File: config.mk
export PLATFORM = sky130hd
export DESIGN_NAME = mx_alu_out_serializer_flat
export DESIGN_NICKNAME = d
export VERILOG_FILES = /design/src/rtl/mx_alu_out_serializer_if.sv /design/src/rtl/mx_alu_out_serializer.sv /design/src/flat_wrapper.sv
export SDC_FILE = /design/constraint.sdc
export NUM_CORES = 1
export LEC_CHECK = 0
export BUFFER_PORTS_ARGS = -buffer_cell sky130_fd_sc_hd__buf_4
export CAP_MARGIN = 20
export CORE_ASPECT_RATIO = 1.4
export CORE_MARGIN = 2
export CORE_UTILIZATION = 40
export CTS_CLUSTER_DIAMETER = 120
export DETAILED_ROUTE_END_ITERATION = 12
export PLACE_DENSITY = 0.57
export SETUP_SLACK_MARGIN = 0.02
export SYNTH_ARGS = -nofsm -noshare
export SYNTH_HDL_FRONTEND = slang
export SYNTH_SLANG_ARGS = --single-unit
File: constraint.sdc
create_clock -name clk -period 35.6 [get_ports clk]
set_input_delay 5.34 -clock clk [delete_from_list [all_inputs] [get_ports clk]]
set_output_delay 5.34 -clock clk [all_outputs]
set_load 0.005 [all_outputs]
File: src/rtl/mx_alu_out_serializer_if.sv
// Output stream bus of the MX ALU serializer: one beat of LANES elements plus
// block-level side information (shared scale, scalar result) and framing.
interface mx_alu_out_serializer_if #(
    parameter int unsigned D     = 8,
    parameter int unsigned W     = 8,
    parameter int unsigned S     = 32,
    parameter int unsigned LANES = 4
);
    logic               m_valid;
    logic               m_ready;
    logic [LANES*D-1:0] m_data;
    logic               m_first;
    logic               m_last;
    logic [W-1:0]       m_scale;
    logic [S-1:0]       m_scalar;

    modport master (
        output m_valid, m_data, m_first, m_last, m_scale, m_scalar,
        input  m_ready
    );

    modport slave (
        input  m_valid, m_data, m_first, m_last, m_scale, m_scalar,
        output m_ready
    );
endinterface

File: src/rtl/mx_alu_out_serializer.sv
// Captures MX ALU result blocks into a 2-entry FIFO and streams each block's
// elements LANES at a time with first/last framing. The ALU cannot be stalled,
// so a block arriving at a full FIFO is dropped and a sticky overflow is raised.
module mx_alu_out_serializer #(
    parameter int unsigned D     = 8,
    parameter int unsigned K     = 32,
    parameter int unsigned W     = 8,
    parameter int unsigned S     = 32,
    parameter int unsigned LANES = 4
) (
    input  logic                         clk,
    input  logic                         rst,
    input  logic                         in_valid,
    input  logic [W+K*D-1:0]             in_vec,
    input  logic [S-1:0]                 in_scalar,
    mx_alu_out_serializer_if.master      m,
    output logic [1:0]                   occupancy,
    output logic                         ovf,
    input  logic                         ovf_clr
);
    localparam int unsigned VW = W + K * D;
    localparam int unsigned NB = K / LANES;
    localparam int unsigned BW = (NB > 1) ? $clog2(NB) : 1;
    localparam int unsigned BD = LANES * D;

    typedef enum logic [0:0] {StIdle, StStream} state_e;

    logic [VW-1:0] vec_q [2];
    logic [S-1:0]  scl_q [2];
    logic          wr_ptr_q, rd_ptr_q;
    logic [1:0]    count_q, count_d, count_after_pop;
    logic [BW-1:0] beat_q, beat_d;
    state_e        state_q, state_d;
    logic          ovf_q, ovf_d;

    logic          stream, last_beat, hs, pop, wr, drop;
    logic [VW-1:0] head_vec;
    logic [K*D-1:0] elems;

    // Handshake, pop and write/drop decisions; a same-cycle final pop frees a slot.
    always_comb begin
        stream          = (state_q == StStream);
        last_beat       = (beat_q == BW'(NB - 1));
        hs              = stream & m.m_ready;
        pop             = hs & last_beat;
        count_after_pop = count_q - {1'b0, pop};
        wr              = in_valid & (count_after_pop != 2'd2);
        drop            = in_valid & ~wr;
        count_d         = count_after_pop + {1'b0, wr};
        // Setting the overflow flag wins over a same-cycle clear.
        ovf_d           = drop ? 1'b1 : (ovf_clr ? 1'b0 : ovf_q);
    end

    // Streaming FSM next-state and beat counter.
    always_comb begin
        state_d = state_q;
        beat_d  = beat_q;
        unique case (state_q)
            StIdle: begin
                if (count_q != 2'd0) begin
                    state_d = StStream;
                    beat_d  = '0;
                end
            end
            StStream: begin
                if (hs) begin
                    if (last_beat) begin
                        beat_d = '0;
                        if (count_after_pop == 2'd0) state_d = StIdle;
                    end else begin
                        beat_d = beat_q + 1'b1;
                    end
                end
            end
        endcase
    end

    // Beat outputs muxed from the head entry; zero while idle.
    always_comb begin
        head_vec   = vec_q[rd_ptr_q];
        elems      = head_vec[VW-1:W];
        m.m_valid  = stream;
        m.m_data   = stream ? elems[32'(beat_q) * BD +: BD] : '0;
        m.m_first  = stream & (beat_q == '0);
        m.m_last   = stream & last_beat;
        m.m_scale  = stream ? head_vec[W-1:0] : '0;
        m.m_scalar = stream ? scl_q[rd_ptr_q] : '0;
        occupancy  = count_q;
        ovf        = ovf_q;
    end

    // FIFO storage, pointers, counters and FSM state.
    always_ff @(posedge clk or posedge rst) begin
        if (rst) begin
            vec_q[0] <= '0;
            vec_q[1] <= '0;
            scl_q[0] <= '0;
            scl_q[1] <= '0;
            wr_ptr_q <= 1'b0;
            rd_ptr_q <= 1'b0;
            count_q  <= 2'd0;
            beat_q   <= '0;
            state_q  <= StIdle;
            ovf_q    <= 1'b0;
        end else begin
            if (wr) begin
                vec_q[wr_ptr_q] <= in_vec;
                scl_q[wr_ptr_q] <= in_scalar;
                wr_ptr_q        <= ~wr_ptr_q;
            end
            if (pop) rd_ptr_q <= ~rd_ptr_q;
            count_q <= count_d;
            beat_q  <= beat_d;
            state_q <= state_d;
            ovf_q   <= ovf_d;
        end
    end
endmodule

File: src/flat_wrapper.sv
// flat-port wrapper written by rule: the top's interface ports become plain ports
module mx_alu_out_serializer_flat 
#(
    parameter int unsigned D     = 8,
    parameter int unsigned K     = 32,
    parameter int unsigned W     = 8,
    parameter int unsigned S     = 32,
    parameter int unsigned LANES = 4
)
  (clk, rst, in_valid, in_vec, in_scalar, occupancy, ovf, ovf_clr, m_m_valid, m_m_data, m_m_first, m_m_last, m_m_scale, m_m_scalar, m_m_ready);
  mx_alu_out_serializer_if #(.D(D), .W(W), .S(S), .LANES(LANES)) m_i ();
  input  logic clk;
  input  logic rst;
  input  logic in_valid;
  input  logic [W+K*D-1:0] in_vec;
  input  logic [S-1:0] in_scalar;
  output logic [1:0] occupancy;
  output logic ovf;
  input  logic ovf_clr;
  output wire logic [$bits(m_i.m_valid)-1:0] m_m_valid;
  output wire logic [$bits(m_i.m_data)-1:0] m_m_data;
  output wire logic [$bits(m_i.m_first)-1:0] m_m_first;
  output wire logic [$bits(m_i.m_last)-1:0] m_m_last;
  output wire logic [$bits(m_i.m_scale)-1:0] m_m_scale;
  output wire logic [$bits(m_i.m_scalar)-1:0] m_m_scalar;
  input wire logic [$bits(m_i.m_ready)-1:0] m_m_ready;
  assign m_m_valid = m_i.m_valid;
  assign m_m_data = m_i.m_data;
  assign m_m_first = m_i.m_first;
  assign m_m_last = m_i.m_last;
  assign m_m_scale = m_i.m_scale;
  assign m_m_scalar = m_i.m_scalar;
  assign m_i.m_ready = m_m_ready;
  mx_alu_out_serializer #(.D(D), .K(K), .W(W), .S(S), .LANES(LANES)) u_core (.clk(clk), .rst(rst), .in_valid(in_valid), .in_vec(in_vec), .in_scalar(in_scalar), .m(m_i), .occupancy(occupancy), .ovf(ovf), .ovf_clr(ovf_clr));
endmodule
==> results.md, run 1 <==
* Status: finished, final reports clean
* Area fraction in compound gates after synthesis at 2.95%
* Clock root cell: clkbuf_16
* Synth cell types at 35
* Slew margin rel. at 29.6%
* Sw Ratio at 34.0%
* Mapped Area at about 27000 sq um
* Router iterations before antenna repair at 6
* Worst-Margin Slew at approximately 1.1 ns
* CTS max path bufs at 3
* Final Hold Viols at 0
* DRC errors left at 0
* Post-DP Area at about 31000 sq um
* Final Critical Period at between 9 and 10 ns
* Multi-input gate area at roughly 12000 sq um
* Vias in the first global route at about 18000
* Post-Synth Simple-Gate Area at ~2.1%
* Placed Cells at between 2000 and 3000
* P_int at around 2.2 mW
* Post-route clock period utilization at roughly 28%
* H-tree levels at 2
* Startpoint type of the worst setup path: flip-flop
* Clock power frac at between 10% and 20%
* Routed WL per cell at 25.8 um
* Synth top area cells: dfrtp_1 55%, mux2_2 23%, mux4_2 6.4%
* First-pass GRT wire length at approximately 120000 um
* Yosys Warn Count at 0
* DR vias at approximately 17000
* Initial Util at about two fifths
* Seq/Total Area, Yosys at a little under three fifths
* Worst Hold Class: flip-flop to flip-flop
* Pwr Total at 3.29 mW
* CP Max Fanout at 83
* Die area at 70400 sq um
* FF-to-FF path depth at 11
* Total setup buffers inserted after CTS at 0
* Slowest stage delay, CP at about 1.0 ns
* Post-DRT Antenna Nets at 0
* Peak supply drop at between 0.05 and 0.06 mV
* RSZ-0062 raised after global routing: false
* Final layout net count at 2428
* Post-synthesis xor/xnor area fraction at less than 1%
* Filler instances at 5958
* Fin cells at 3033
* RR Startpoint: u_core.beat_q[0]
* Pwr Density at approximately 100 nW/um^2
* Sequential fraction of design power at between 30% and 40%
* Combinational fraction of design power at 43.3%
* Crit path DAT at 4.47 ns
* Final Skew at between 0.015 and 0.02 ns
* Most frequent cells in the layout: 599 x dfrtp_1, 563 x mux2_2, 396 x buf_4, 160 x mux2i_1, 78 x mux4_2
* Post-CTS Resized at 0
* CP cell instances: buf_12, buf_4, mux4_2, mux2i_1, o22ai_1, buf_4
* Hold endpoint: u_core.vec_q[424]
* CTS tree: yes
* Count of final setup violators at 0
* Highest-delay cell along the critical path: dfrtp_4
* Final core utilization at between 40% and 50%
* Cell accounting for the most synthesized area: dfrtp_1
* R2R Setup Slk at approximately 30 ns
* Initial DRC count at 817
* Net Switching at roughly 1.1 mW
* Mux cell area share after synthesis at between 30% and 40%
* CP required at 30.26 ns
* CP dominant cell by count: buf_4
* Hold Slack at 0.480 ns
* FF+latch count, synth at roughly 600
* Max Fclk at ~0.1 GHz
* Max cap viols at 0
* Hold_buf cts at 0
* Max Slew Vio Count at 0
* Die Ht at roughly 310 um
* Final worst slack at approximately 26 ns
* WHS Path Cells at 1
* CTS Sinks at between 600 and 700
* Final instance area at ~33000 sq um
* WL final at between 70000 and 80000 um
* GRT overflow at 0
* Commonest non-fill, non-tap cell in the layout: dfrtp_1
* CTS Buf Count at between 60 and 70
* Clk pin slew, worst setup/hold paths at ~0.06 ns
* FP Rows at between 100 and 150
* Worst hold path startpoint: u_core.vec_q[424]
* Final RePlAce weighted congestion at between 0.8 and 0.9
* Mean Syn Cell Area at between 15 and 20 sq um
* Via density at approximately 5.5
* Crit. End Element: output port
* TNS Setup at 0 ns
* Number of top-level pins at about 380
* Buffers on Ports at ~380
* P&R area growth vs syn at 20.1%
* Main combinational cell family by area after synthesis: multiplexers
* Post-place setup slack at 26.05 ns
* Share of cells above drive strength 1 at 53.0%
* Initial antenna violation count at 15
* DPL Wire Length at about 54000 um
* Synth Instances at ~1800
* Worst skew pair latency at about 0.64 ns
* Reg-to-Reg End: u_core.vec_q[344]
* Leak at about 14 nW
* Total track usage at 22.3%
* Adder-cell share of the synthesized area at 0.183%
* Syn Nets at roughly 2100
* Reg area at ~15000 sq um
* Core area at between 60000 and 70000 sq um
* Post-synth top area share at 55.1%
* Crit Path Category: flip-flop to output port
* Largest net degree at the start of global routing at ~170
* Die extent in x at ~220 um
==> cell type report <==
class / instances / share of cell area (%)
clock inverters: 13 / 0.363
clock buffers: 94 / 5.68
flip-flops and latches: 601 / 45.9
diodes: 4 / 0.0305
multi-input cells: 1049 / 35.2
well taps: 862 / 3.29
inverters: 8 / 0.114
repair buffers: 402 / 9.48
==> logic make-up after synthesis <==
family / Yosys count
muxes: 831
xor gates and xnor gates: 4
and+or+nand+nor: 101
DFF: 601
AOI/OAI and AO/OA: 109
adders and majority gates: 4
buffers and inverters: 135
==> power groups by stage <==
stage                     logic (mW)  registers [mW]  clock network, mW
final                           1.42            1.23              0.639
after global routing            1.53            1.27              0.688
after CTS                       1.45            1.22              0.659
after detailed placement        1.45            1.24                  0
after global placement          1.42            1.21                  0
after floorplan                0.992            1.16                  0
==> Yosys cell counts, drive strengths merged <==
cell type and count:
dfrtp 601, mux2 593, mux2i 160, buf 103
mux4 78, a22oi 69, nand3 45, nor2b 43
clkbuf 24, o211ai 20, inv 8, o21ai 8
o22ai 7, and2 4, ha 4, nor2 4
xnor2 3, nand2 2, a21o 1, a22o 1
a32o 1, a41oi 1, and3 1, nand2b 1
nor3 1, o32ai 1, xor2 1
==> worst max path at each step <==
stage	cells after the start	slack (ns)	end	from
global route	6	25.61	m_m_data[10]	u_core.rd_ptr_q
detailed placement	9	26.05	u_core.vec_q[376]	m_m_ready
floorplan	1	13.44	u_core.beat_q[0]	rst
CTS	6	25.66	m_m_data[10]	u_core.rd_ptr_q
global placement	9	26.13	u_core.vec_q[352]	m_m_ready
finish	6	25.79	m_m_data[10]	u_core.rd_ptr_q
==> flip-flops by register name, indices dropped and copies added (netlist names) <==
name	flops
u_core.wr_ptr_q	1
u_core.vec_q	528
u_core.scl_q	64
u_core.ovf	1
u_core.m.m_valid	1
u_core.occupancy	2
u_core.beat_q	3
u_core.rd_ptr_q	1
==> worst max-delay path: cells and delay by family, from the launching register on <==
kind / cells / cell delay, ns
buf+inv: 3 / 1.48
mux: 2 / 1.06
flops: 1 / 1.04
compound gates: 1 / 0.15
==> layer usage <==
metal | global-route usage (%) | routed length, um
met1 | 27.0 | 30700
met2 | 38.1 | 39800
met3 | 6.75 | 5640
met4 | 7.16 | 2080
met5 | 0 | 132
(Power assumes the default switching activity.)
==> inputs of run 2 (changes only) <==
Settings changed: PLACE_DENSITY 0.57 to 0.59.
Clock period 35.6 ns to 8.6 ns, I/O delays scaled along.
==> results.md, run 2 (synthesis results as in run 1) <==
* Worst skew pair latency at roughly 0.65 ns
* CTS tree: yes
* Number of top-level pins at 379
* Die area at just over 70000 sq um
* Buffers on Ports at 378
* Largest reg by FF count: u_core.vec_q
* CTS max path bufs at 3
* Max cap viols at 0
* Final layout net count at roughly 2400
* Worst-Margin Slew at 1.11 ns
* RSZ-0062 raised after global routing: false
* Initial Util at slightly above 40%
* Final Hold Viols at 0
* FP Rows at 113
* Routed WL per cell at about 25 um
* Crit Path Category: flip-flop to output port
* Status: finished, final reports clean
* CP required at about 7.3 ns
* Slew margin rel. at between 20% and 30%
* Final core utilization at about half
* Post-route clock period utilization at between 50% and 60%
* WL final at around 77000 um
* Worst Hold Class: flip-flop to flip-flop
* GRT overflow at 0
* Count of final setup violators at 0
* Die Ht at roughly 310 um
* First-pass GRT wire length at roughly 120000 um
* Startpoint type of the worst setup path: flip-flop
* H-tree levels at 2
* Core area at a little under 70000 sq um
* Post-DRT Antenna Nets at 0
* CTS Buf Count at 60
* Total track usage at 22.0%
* Final RePlAce weighted congestion at 0.783
* Largest net degree at the start of global routing at about 170
* Crit path DAT at about 3.8 ns
* TNS Setup at 0 ns
* DPL Wire Length at between 50000 and 60000 um
* Pwr Density at 413 nW/um^2
* Final worst slack at ~3.5 ns
* DR vias at around 17000
* Total setup buffers inserted after CTS at 0
* Clock root cell: clkbuf_16
* Clk pin slew, worst setup/hold paths at about 0.060 ns
* Post-CTS Resized at 0
* Crit. End Element: output port
* Initial antenna violation count at 19
* CTS Sinks at 601
* Final Critical Period at 5.11 ns
* Post-place setup slack at between 3 and 4 ns
* Max Slew Vio Count at 0
* Leak at roughly 14 nW
* Share of cells above drive strength 1 at between 50% and 60%
* Peak supply drop at roughly 0.20 mV
* Via density at 5.44
* Initial DRC count at 920
* Die extent in x at 225 um
* Max reg flops at ~530
* Router iterations before antenna repair at 5
* Hold_buf cts at 0
* P&R area growth vs syn at 19.8%
* Final Skew at about 0.024 ns
* DRC errors left at 0
* Vias in the first global route at between 15000 and 20000
* Max Fclk at a little under 0.2 GHz
* Largest regs: u_core.vec_q x528, u_core.scl_q x64, u_core.beat_q x3
* Most frequent cells in the layout: 599 x dfrtp_1, 563 x mux2_2, 402 x buf_4, 160 x mux2i_1, 78 x mux4_2
* Commonest non-fill, non-tap cell in the layout: dfrtp_1
* CP Max Fanout at between 40 and 50
[run 2: changes by cell type in the layout (fill, tap and decap cells not counted)]
cell | before | now
clkbuf_8 | 17 | 20
clkinv_2 | 10 | 11
inv_8 | 1 | 0
diode_2 | 4 | 10
clkinvlp_4 | 0 | 1
inv_6 | 1 | 2
bufinv_16 | 2 | 0
buf_16 | 2 | 0
clkbuf_1 | 14 | 16
buf_12 | 4 | 3
buf_4 | 396 | 402
clkbuf_16 | 63 | 61
[run 2: worst max-delay path, cell delays in order, from the launching register on]
cell and delay [ns]:
dfrtp_4 0.96, buf_4 0.80, mux2i_1 0.23, a22oi_1 0.55
a22oi_1 0.18, o211ai_1 0.24, buf_4 0.17
[run 2: stage by stage]
stage / hold slack, ns / std cells / power (mW) / area, sq um
after floorplan: 0.453 / 1785 / 8.93 / 27300
after global placement: 0.462 / 2925 / 10.9 / 30800
after detailed placement: 0.474 / 2925 / 11.1 / 30800
after CTS: 0.487 / 3035 / 13.7 / 32700
after global routing: 0.503 / 3045 / 14.3 / 32700
final: 0.483 / 3045 / 13.5 / 32700
[run 2: metal layers]
| layer | up-vias | global-route usage, % | share of wire, % | wire length, um |
|---|---|---|---|---|
| met5 | - | 0 | 0.15 | 119 |
| met3 | 118 | 7.07 | 7.6 | 5830 |
| met1 | 8727 | 26.5 | 39 | 30100 |
| met2 | 396 | 36.7 | 50 | 38600 |
| met4 | 18 | 8.26 | 3.1 | 2360 |
| li1 | 7309 | - | - | - |
[run 2: worst paths after layout]
path,startpoint,endpoint,slack [ns],cells past startpoint
worst max-delay path,u_core.rd_ptr_q,m_m_data[18],3.49,6
worst min-delay path,u_core.vec_q[425],u_core.vec_q[425],0.48,1
worst max register to register,u_core.beat_q[0],u_core.vec_q[319],4.18,10
worst min register to register,u_core.vec_q[425],u_core.vec_q[425],0.48,1
max in group asynchronous,rst,u_core.vec_q[185],5.64,4
min in group asynchronous,rst,u_core.vec_q[89],0.85,2
[run 2: area by class of cell]
| type | count | area, sq um |
|---|---|---|
| Clock inverter | 13 | 72.6 |
| Timing Repair Buffer | 405 | 3080 |
| Fill cell | 5924 | 35000 |
| Inverter | 8 | 33.8 |
| Clock buffer | 97 | 1860 |
| Tap cell | 862 | 1080 |
| Multi-Input combinational cell | 1049 | 11500 |
| Antenna cell | 10 | 25.0 |
| Sequential cell | 601 | 15000 |
[run 2: power breakdown]
| group | switching [mW] | internal, mW | total [mW] |
|---|---|---|---|
| Combinational | 2.71 | 3.15 | 5.86 |
| Clock | 1.11 | 1.47 | 2.58 |
| Sequential | 0.776 | 4.30 | 5.07 |
| Total | 4.59 | 8.92 | 13.5 |
==> inputs of run 3 (changes only) <==
Settings changed: PLACE_DENSITY 0.59 to 0.57.
Clock period 8.6 ns to 4.8 ns, I/O delays scaled along.
==> results.md, run 3 (synthesis results as in run 1) <==
* Number of top-level pins at approximately 380
* Bufs and invs on worst path at 3
* Die Ht at around 310 um
* Post-route clock period utilization at around 84%
* Met3 wire len at 5260 um
* Post-DRT Antenna Nets at 0
* CTS Sinks at about 600
* Final worst slack at slightly below 0.8 ns
* Die extent in x at ~220 um
* Leak at around 14 nW
* Crit. End Element: output port
* CTS tree: yes
* Share of cells above drive strength 1 at 53.6%
* Metal-1 WL at 31100 um
* R2R Setup Slk at approximately 1.3 ns
* Final layout net count at around 2400
* Filler instances at 5960
* P&R area growth vs syn at 21.4%
* Top delay family on crit path: buffers and inverters
* FP Rows at approximately 110
* Routed WL per cell at roughly 26 um
* Status: finished, final reports clean
* Hold_buf cts at 0
* Final Hold Viols at 0
* Initial DRC count at roughly 900
* Largest regs: u_core.vec_q x528, u_core.scl_q x64, u_core.beat_q x3
* CTS Buf Count at 61
* Peak supply drop at 0.343 mV
* Buffers on Ports at about 380
* Post-DP Area at just over 30000 sq um
* DPL Wire Length at between 50000 and 60000 um
* Count of final setup violators at 0
* Worst skew pair latency at about 0.64 ns
* Initial Util at around 40%
* H-tree levels at 2
* Vias in the first global route at approximately 18000
* Via density at roughly 5.4
* Highest-delay cell along the critical path: inv_2
* Final Skew at approximately 0.016 ns
* Startpoint type of the worst setup path: flip-flop
* Clk pin slew, worst setup/hold paths at ~0.060 ns
* GRT overflow at 0
* Clock root cell: clkbuf_16
* Die area at ~70000 sq um
* Max Fclk at 0.248 GHz
* Core area at 67700 sq um
* Crit path DAT at roughly 3.3 ns
* DR top layer: met5
* CP Max Fanout at 33
* Max Slew Vio Count at 0
* CP required at about 4.1 ns
* DRC errors left at 0
* Commonest non-fill, non-tap cell in the layout: dfrtp_1
* Final Critical Period at just over 4 ns
* Metal2 WL at approximately 40000 um
* Max cap viols at 0
* Largest reg by FF count: u_core.vec_q
* CP cell instances: buf_4, inv_2, mux2i_1, o22ai_1, buf_4
* CTS max path bufs at 3
* Slowest stage delay, CP at 0.70 ns
* Worst Hold Class: input pin to flip-flop
* DR vias at roughly 17000
* Max reg flops at between 500 and 600
* First-pass GRT wire length at approximately 120000 um
* CP dominant cell by count: buf_4
* Pwr Density at 747 nW/um^2
* Most frequent cells in the layout: 599 x dfrtp_1, 563 x mux2_2, 396 x buf_4, 160 x mux2i_1, 78 x mux4_2
* Largest net degree at the start of global routing at ~160
* Router iterations before antenna repair at 5
* Total setup buffers inserted after CTS at 0
* Crit Path Category: flip-flop to output port
* Post-CTS Resized at 0
* Final RePlAce weighted congestion at approximately 0.84
* Post-place setup slack at 1.34 ns
* Total track usage at 22.7%
* WL final at 79500 um
* RSZ-0062 raised after global routing: false
* Initial antenna violation count at 18
* Slew margin rel. at between 30% and 40%
* Final instance area at 33200 sq um
* Worst-Margin Slew at just under 1 ns
## run 3: cell count changes in the layout (fill, tap and decap cells not counted), moves of 3 or more
cell        delta
clkbuf_1       -5
buf_12        +15
buf_4          -6
bufinv_16      +5
clkinvlp_4     +3
diode_2        -5
## run 3: metal layers
| metal | vias to the layer above | track usage (%) |
|---|---|---|
| li1 | 7331 | - |
| met1 | 8745 | 27.0 |
| met2 | 362 | 39.4 |
| met3 | 124 | 6.53 |
| met4 | 26 | 7.07 |
| met5 | - | 0 |
## run 3: report_power, final
group	switching, mW	internal [mW]
clock	2.03	2.94
sequential	1.36	7.70
combinational	4.98	5.75
total	8.37	16.4
## run 3: per-stage QoR
stage / TNS, ns / utilization [%] / instances / power [mW] / hold WS, ns
6_report: 0 / 49.0 / 3054 / 24.8 / 0.263
5_1_grt: 0 / 49.0 / 3054 / 26.2 / 0.244
4_1_cts: 0 / 48.9 / 3049 / 25.2 / 0.221
3_5_place_dp: 0 / 45.8 / 2934 / 20.1 / 0.473
3_3_place_gp: 0 / 45.8 / 2934 / 19.7 / 0.462
2_1_floorplan: -2474.45 / - / 1785 / 16.0 / 0.453
## run 3: cell type report
cell class                      count  area [sq um]  area share [%]
Tap cell                          862          1080            3.25
Clock buffer                       92          1870            5.63
Antenna cell                        5          12.5          0.0377
Multi-Input combinational cell   1049         11500            34.8
Inverter                            8          33.8           0.102
Timing Repair Buffer              414          3330            10.1
Clock inverter                     23           255           0.770
Sequential cell                   601         15000            45.4
## run 3: worst register-to-register path, cell delays in order, from the launching register on
cell and delay, ns:
dfrtp_1 0.60, ha_1 0.33, ha_1 0.21, and3_1 0.19
ha_1 0.22, xnor2_2 0.38, o21ai_2 0.14, nor2_4 0.36
buf_4 0.51, mux2_2 0.43
## run 3: worst paths after layout
check                                   from                end  cells after the start
setup reg to reg            u_core.beat_q[1]  u_core.vec_q[469]                      9
setup / recovery            u_core.beat_q[1]       m_m_data[28]                      5
hold reg to reg            u_core.vec_q[334]  u_core.vec_q[334]                      1
min in group asynchronous                rst  u_core.vec_q[361]                      2
max in group asynchronous                rst   u_core.vec_q[55]                      3
hold / removal                       ovf_clr         u_core.ovf                      2
